<file path="src/rtl/scoreboard_warp_param.sv">
// Per-warp issue scoreboard: tracks DEPTH in-flight instructions and flags RAW/WAW/WAR hazards.
// Optional stuck-entry watchdog is compiled in with `define SCB_WATCHDOG_EN.
module scoreboard_warp_param #(
    parameter int DEPTH   = 4,
    parameter int REG_W   = 5,
    parameter int NUM_WB  = 1,
    parameter int TIMEOUT = 1023,
    localparam int IDW    = $clog2(DEPTH)
) (
    input  logic                  clk,
    input  logic                  rst,
    input  logic [REG_W-1:0]      Src1,
    input  logic [REG_W-1:0]      Src2,
    input  logic [REG_W-1:0]      Dst,
    input  logic                  Src1_Valid,
    input  logic                  Src2_Valid,
    input  logic                  Dst_Valid,
    input  logic                  RP_Grt,
    input  logic                  Replayable,
    input  logic                  Replay_Complete,
    input  logic [IDW-1:0]        Replay_Complete_ScbID,
    input  logic                  Replay_Complete_SW_LWbar,
    input  logic                  Clear_Valid_Br,
    input  logic [IDW-1:0]        Clear_ScbID_Br,
    input  logic [NUM_WB-1:0]     Clear_Valid_regwr,
    input  logic [NUM_WB*IDW-1:0] Clear_ScbID_regwr,
    output logic                  Full,
    output logic                  Empty,
    output logic                  Dependent,
    output logic [IDW-1:0]        ScbID_Scb_IB,
    output logic [DEPTH-1:0]      Dep_Mask,
    output logic [IDW:0]          Occupancy,
    output logic                  Timeout,
    output logic [IDW-1:0]        Timeout_ScbID
);

    // Handshake: RP_Grt is a single-cycle allocate strobe; it takes effect only when
    // Full is low in the same cycle, and the entry used is the ScbID_Scb_IB shown then.

    logic [DEPTH-1:0] valid_q;
    logic [DEPTH-1:0] done_q;
    logic [DEPTH-1:0] wb_seen_q;
    logic [IDW:0]     occ_q;

    logic [REG_W-1:0] dst_q  [DEPTH];
    logic [REG_W-1:0] src1_q [DEPTH];
    logic [REG_W-1:0] src2_q [DEPTH];
    logic [DEPTH-1:0] dst_v_q;
    logic [DEPTH-1:0] src1_v_q;
    logic [DEPTH-1:0] src2_v_q;

    logic [DEPTH-1:0] br_hit;
    logic [DEPTH-1:0] sw_hit;
    logic [DEPTH-1:0] lw_hit;
    logic [DEPTH-1:0] wb_hit;
    logic [DEPTH-1:0] free_hit;
    logic [DEPTH-1:0] valid_clr;
    logic [DEPTH-1:0] alloc_oh;
    logic [DEPTH-1:0] valid_next;
    logic [DEPTH-1:0] hazard;
    logic [IDW-1:0]   alloc_id;
    logic             full_clr;
    logic             alloc_fire;
    logic [IDW:0]     occ_next;

    // An LW entry needs both its writeback and its replay completion, in either order,
    // before it frees; a writeback and a replay completion in the same cycle count as both.
    always_comb begin
        for (int i = 0; i < DEPTH; i++) begin
            br_hit[i] = Clear_Valid_Br && (Clear_ScbID_Br == IDW'(i));
            sw_hit[i] = Replay_Complete && Replay_Complete_SW_LWbar
                        && (Replay_Complete_ScbID == IDW'(i));
            lw_hit[i] = Replay_Complete && !Replay_Complete_SW_LWbar
                        && (Replay_Complete_ScbID == IDW'(i));
            wb_hit[i] = 1'b0;
            for (int k = 0; k < NUM_WB; k++) begin
                if (Clear_Valid_regwr[k] && (Clear_ScbID_regwr[k*IDW +: IDW] == IDW'(i)))
                    wb_hit[i] = 1'b1;
            end
            free_hit[i] = valid_q[i] && (br_hit[i] || sw_hit[i]
                          || (wb_hit[i] && (done_q[i] || lw_hit[i]))
                          || (lw_hit[i] && wb_seen_q[i]));
        end
        valid_clr = valid_q & ~free_hit;
    end

    always_comb begin
        alloc_id = '0;
        for (int i = DEPTH - 1; i >= 0; i--) begin
            if (!valid_clr[i])
                alloc_id = IDW'(i);
        end
        full_clr   = &valid_clr;
        alloc_fire = RP_Grt && !full_clr;
        alloc_oh   = '0;
        if (alloc_fire)
            alloc_oh[alloc_id] = 1'b1;
        valid_next = valid_clr | alloc_oh;
        occ_next   = '0;
        for (int i = 0; i < DEPTH; i++)
            occ_next = occ_next + (IDW+1)'(valid_next[i]);
    end

    // Hazards are judged against the post-clear entries, so a same-cycle clear unblocks issue.
    always_comb begin
        for (int i = 0; i < DEPTH; i++) begin
            hazard[i] = valid_clr[i] && (
                (dst_v_q[i] && Src1_Valid && (Src1 == dst_q[i])) ||
                (dst_v_q[i] && Src2_Valid && (Src2 == dst_q[i])) ||
                (dst_v_q[i] && Dst_Valid  && (Dst  == dst_q[i])) ||
                (src1_v_q[i] && Dst_Valid && (Dst  == src1_q[i])) ||
                (src2_v_q[i] && Dst_Valid && (Dst  == src2_q[i])));
        end
    end

    always_ff @(posedge clk) begin
        if (rst) begin
            valid_q   <= '0;
            done_q    <= '0;
            wb_seen_q <= '0;
            occ_q     <= '0;
        end else begin
            valid_q <= valid_next;
            occ_q   <= occ_next;
            for (int i = 0; i < DEPTH; i++) begin
                if (alloc_oh[i]) begin
                    done_q[i]    <= !Replayable;
                    wb_seen_q[i] <= 1'b0;
                end else if (valid_clr[i]) begin
                    if (lw_hit[i])
                        done_q[i] <= 1'b1;
                    if (wb_hit[i])
                        wb_seen_q[i] <= 1'b1;
                end
            end
        end
    end

    // Operand fields are only meaningful while the entry is valid, so they carry no reset.
    always_ff @(posedge clk) begin
        for (int i = 0; i < DEPTH; i++) begin
            if (alloc_oh[i]) begin
                dst_q[i]    <= Dst;
                src1_q[i]   <= Src1;
                src2_q[i]   <= Src2;
                dst_v_q[i]  <= Dst_Valid;
                src1_v_q[i] <= Src1_Valid;
                src2_v_q[i] <= Src2_Valid;
            end
        end
    end

    assign Full         = full_clr;
    assign Empty        = ~|valid_clr;
    assign Dep_Mask     = hazard;
    assign Dependent    = |hazard;
    assign ScbID_Scb_IB = alloc_id;
    assign Occupancy    = occ_q;

`ifdef SCB_WATCHDOG_EN
    localparam int AGE_W = $clog2(TIMEOUT + 1);

    logic [AGE_W-1:0] age_q    [DEPTH];
    logic [AGE_W-1:0] age_next [DEPTH];
    logic [DEPTH-1:0] expired;
    logic [IDW-1:0]   expired_id;
    logic             timeout_q;
    logic [IDW-1:0]   timeout_id_q;

    // Age counts cycles an entry has stayed resident and saturates at the threshold.
    always_comb begin
        expired_id = '0;
        for (int i = 0; i < DEPTH; i++) begin
            if (alloc_oh[i] || !valid_clr[i])
                age_next[i] = '0;
            else if (age_q[i] == AGE_W'(TIMEOUT))
                age_next[i] = age_q[i];
            else
                age_next[i] = age_q[i] + AGE_W'(1);
            expired[i] = valid_next[i] && (age_next[i] == AGE_W'(TIMEOUT));
        end
        for (int i = DEPTH - 1; i >= 0; i--) begin
            if (expired[i])
                expired_id = IDW'(i);
        end
    end

    always_ff @(posedge clk) begin
        if (rst) begin
            for (int i = 0; i < DEPTH; i++)
                age_q[i] <= '0;
            timeout_q    <= 1'b0;
            timeout_id_q <= '0;
        end else begin
            for (int i = 0; i < DEPTH; i++)
                age_q[i] <= age_next[i];
            timeout_q    <= |expired;
            timeout_id_q <= expired_id;
        end
    end

    assign Timeout       = timeout_q;
    assign Timeout_ScbID = timeout_id_q;
`else
    assign Timeout       = 1'b0;
    assign Timeout_ScbID = '0;
`endif

endmodule

</file>
<file path="config.mk">
export PLATFORM = sky130hd
export DESIGN_NAME = scoreboard_warp_param
export DESIGN_NICKNAME = d
export VERILOG_FILES = /design/src/rtl/scoreboard_warp_param.sv
export SDC_FILE = /design/constraint.sdc
export NUM_CORES = 1
export LEC_CHECK = 0
export BUFFER_PORTS_ARGS = -buffer_cell sky130_fd_sc_hd__buf_4
export CAP_MARGIN = 25
export CORE_AREA = 2 2 86 104
export CTS_CLUSTER_DIAMETER = 30
export CTS_CLUSTER_SIZE = 12
export DETAILED_ROUTE_END_ITERATION = 10
export DIE_AREA = 0 0 88 106
export GPL_TIMING_DRIVEN = 0
export PLACE_DENSITY = 0.74
export SYNTH_ARGS = -nofsm -noshare
export SYNTH_HDL_FRONTEND = slang
export SYNTH_SLANG_ARGS = --single-unit
</file>
<file path="constraint.sdc">
create_clock -name clk -period 4.6 [get_ports clk]
set_input_delay 0.92 -clock clk [delete_from_list [all_inputs] [get_ports clk]]
set_output_delay 0.92 -clock clk [all_outputs]
set_load 0.005 [all_outputs]
</file>
==> out/qor.yml <==
status: "finished, final reports clean"
yosysUniqueCellTypes: 60
worstSkewPairLatency_ns: 0.36
io_pins: 47
synth_warnings: 0
final_common_cell: "xnor2_1"
clkSlewWorstSetupHoldPaths_ns: 0.08
critPathRequiredTime_ns: 3.68
drive_above_1_share: 0.209
ant_nets: 0
ir_drop_v: 0.000150
cts_tree: "yes"
end_kind: "primary output"
fin_crit_sh: 0.772
min_path_type: "reg -> reg"
drtIter0Drc: 171
wl_um: 10600
dr.pass1.iters: 4
grt_pass1_wl_um: 16300
cts_setup_buffers: 0
antenna_found_initial: 0
r2r_slack_ns: 2.00
multi_input_area_mm2: 0.00192
grt_overflow: 0
area_growth_pct: 15.4
startpoint_type: "primary input"
maxSlewViolCount: 0
initial_utilization: 0.534
dp_hpwl_um: 7540
fin_crit_ns: 3.55
path_class: "in -> out"
ff_latch_area_mm2: 0.00246
ys.flop_type: "edfxtp_1"
die_w_um: 88
max_freq_mhz: 282
max-clock-path-buffers: 2
track_usage: 0.242
syn_avg_cell_area_um2: 12.8
drv_cap: 0
r2r_cells: 9
via_count: 2962
wire_per_inst_um: 20.0
die_h_um: 106
fin_skew_ns: 0.00944
cts_buffers: 9
numPortBuffers: 40
grt_start_max_net_pins: 21
root_buffer: "clkbuf_8"
grt_pass1_vias: 3079
whs_ns: 0.502
synth_seq_area_share: 0.550
final_cell_mix: "76 x xnor2_1, 72 x edfxtp_1, 49 x buf_4"
setup_viol: 0
drc: 0
cts_resized: 0
synth_edf_count: 72
fin_nets: 441
hold_buffers: 0
min_path_cells: 2
die-area_mm2: 0.00933
via_per_inst: 5.61
setup_tns_ns: 0
core.rowCount: 37
powerDensity_mw_per_mm2: 314
max_slew_margin: 0.331
fillers: 675
postSynthCellCount: 351
synthArstFlopShare: 0
synth_seq_cells: 87
core_area_mm2: 0.00838
path_max_fanout: 10
gp_congestion: 0.872
power.leakage_nw: 1.76
cp.arrival_ns: 2.63
synth_area_mm2: 0.00448
finalHoldViolCount: 0
n_antenna_cell: 0
h-tree-depth: 3
tightest_slew_ns: 1.00
numClockSinks: 87
rsz0062_at_grt: "false"
per-layer routing:
| layer | GRT usage | vias up | wire length [µm] |
|---|---|---|---|
| met2 | 0.440 | 79 | 5740 |
| li1 | - | 1400 | - |
| met5 | 0 | - | 0 |
| met1 | 0.274 | 1461 | 4100 |
| met4 | 0.114 | 0 | 309 |
| met3 | 0.0295 | 22 | 415 |
power breakdown:
part / switching, mW / internal (mW)
Clock: 0.279 / 0.252
Sequential: 0.0133 / 0.877
Combinational: 0.114 / 0.0885
area by class of cell:
cell class,instances,area share
plain buffers,16,0.0189
clock buffers,9,0.0240
clock inverters,7,0.0141
inverters,5,0.00363
multi-input cells,245,0.371
flip-flops and latches,87,0.477
well taps,117,0.0283
repair buffers,42,0.0632
through the flow:
stage / utilization / area [µm²] / instances / power (mW) / setup WS, ns
after floorplan: - / 4480 / 353 / 1.02 / 1.05
after global placement: 0.588 / 4930 / 510 / 1.10 / 0.161
after detailed placement: 0.593 / 4970 / 512 / 1.11 / 1.03
after CTS: 0.616 / 5160 / 528 / 1.63 / 1.02
after global routing: 0.616 / 5160 / 528 / 1.67 / 0.964
final: 0.616 / 5160 / 528 / 1.62 / 1.05
state kept, by name, summed over array words and instances (netlist names):
signal,flops
src1_q,20
dst_q,20
src1_v_q,4
done_q,4
dst_v_q,4
src2_q,20
valid_q,4
src2_v_q,4
Occupancy,3
wb_seen_q,4
critical path, cell delays in order:
cell      delay [ns]
buf_4           0.14
buf_4           0.22
xor2_1          0.27
nor4_1          0.10
nand4_1         0.11
nand4_1         0.24
a2111o_1        0.49
buf_4           0.14
Yosys cell counts (all sizes together), types with 2 or more instances:
master	count	area [µm²]
a21oi	8	43.8
a31oi	2	12.5
and2	3	18.8
and3b	2	18.8
and4b	2	22.5
and4bb	2	28.8
buf	12	82.6
clkbuf	4	15.0
dfxtp	15	300
edfxtp	72	2160
ha	2	25.0
inv	5	18.8
mux2	2	26.3
nand2	5	18.8
nand2b	2	12.5
nand3	20	100
nand4	22	138
nand4b	2	17.5
nor2	13	51.3
nor2b	5	31.3
nor3	6	35.0
nor3b	2	15.0
nor4	9	71.3
o21ba	2	20.0
o22a	2	17.5
o22ai	5	31.3
o31a	2	17.5
xnor2	76	666
xor2	24	210
logic make-up after synthesis:
group	count (synthesis)	share of synthesized area
adders and majority gates	3	0.0101
other	1	0.000838
DFF	87	0.550
xor gates and xnor gates	100	0.196
and+or+nand+nor	102	0.146
AOI/OAI and AO/OA	35	0.0657
muxes	2	0.00587
buffers and inverters	21	0.0260
path summary, 6_finish.rpt:
kind,start,endpoint
setup / recovery,Dst[2],Dependent
hold / removal,done_q[0]$_SDFFE_PP0P_,done_q[0]$_SDFFE_PP0P_
setup reg to reg,done_q[1]$_SDFFE_PP0P_,Occupancy[1]$_SDFF_PP0_
hold reg to reg,done_q[0]$_SDFFE_PP0P_,done_q[0]$_SDFFE_PP0P_
Power figures use the tool's default switching activity.
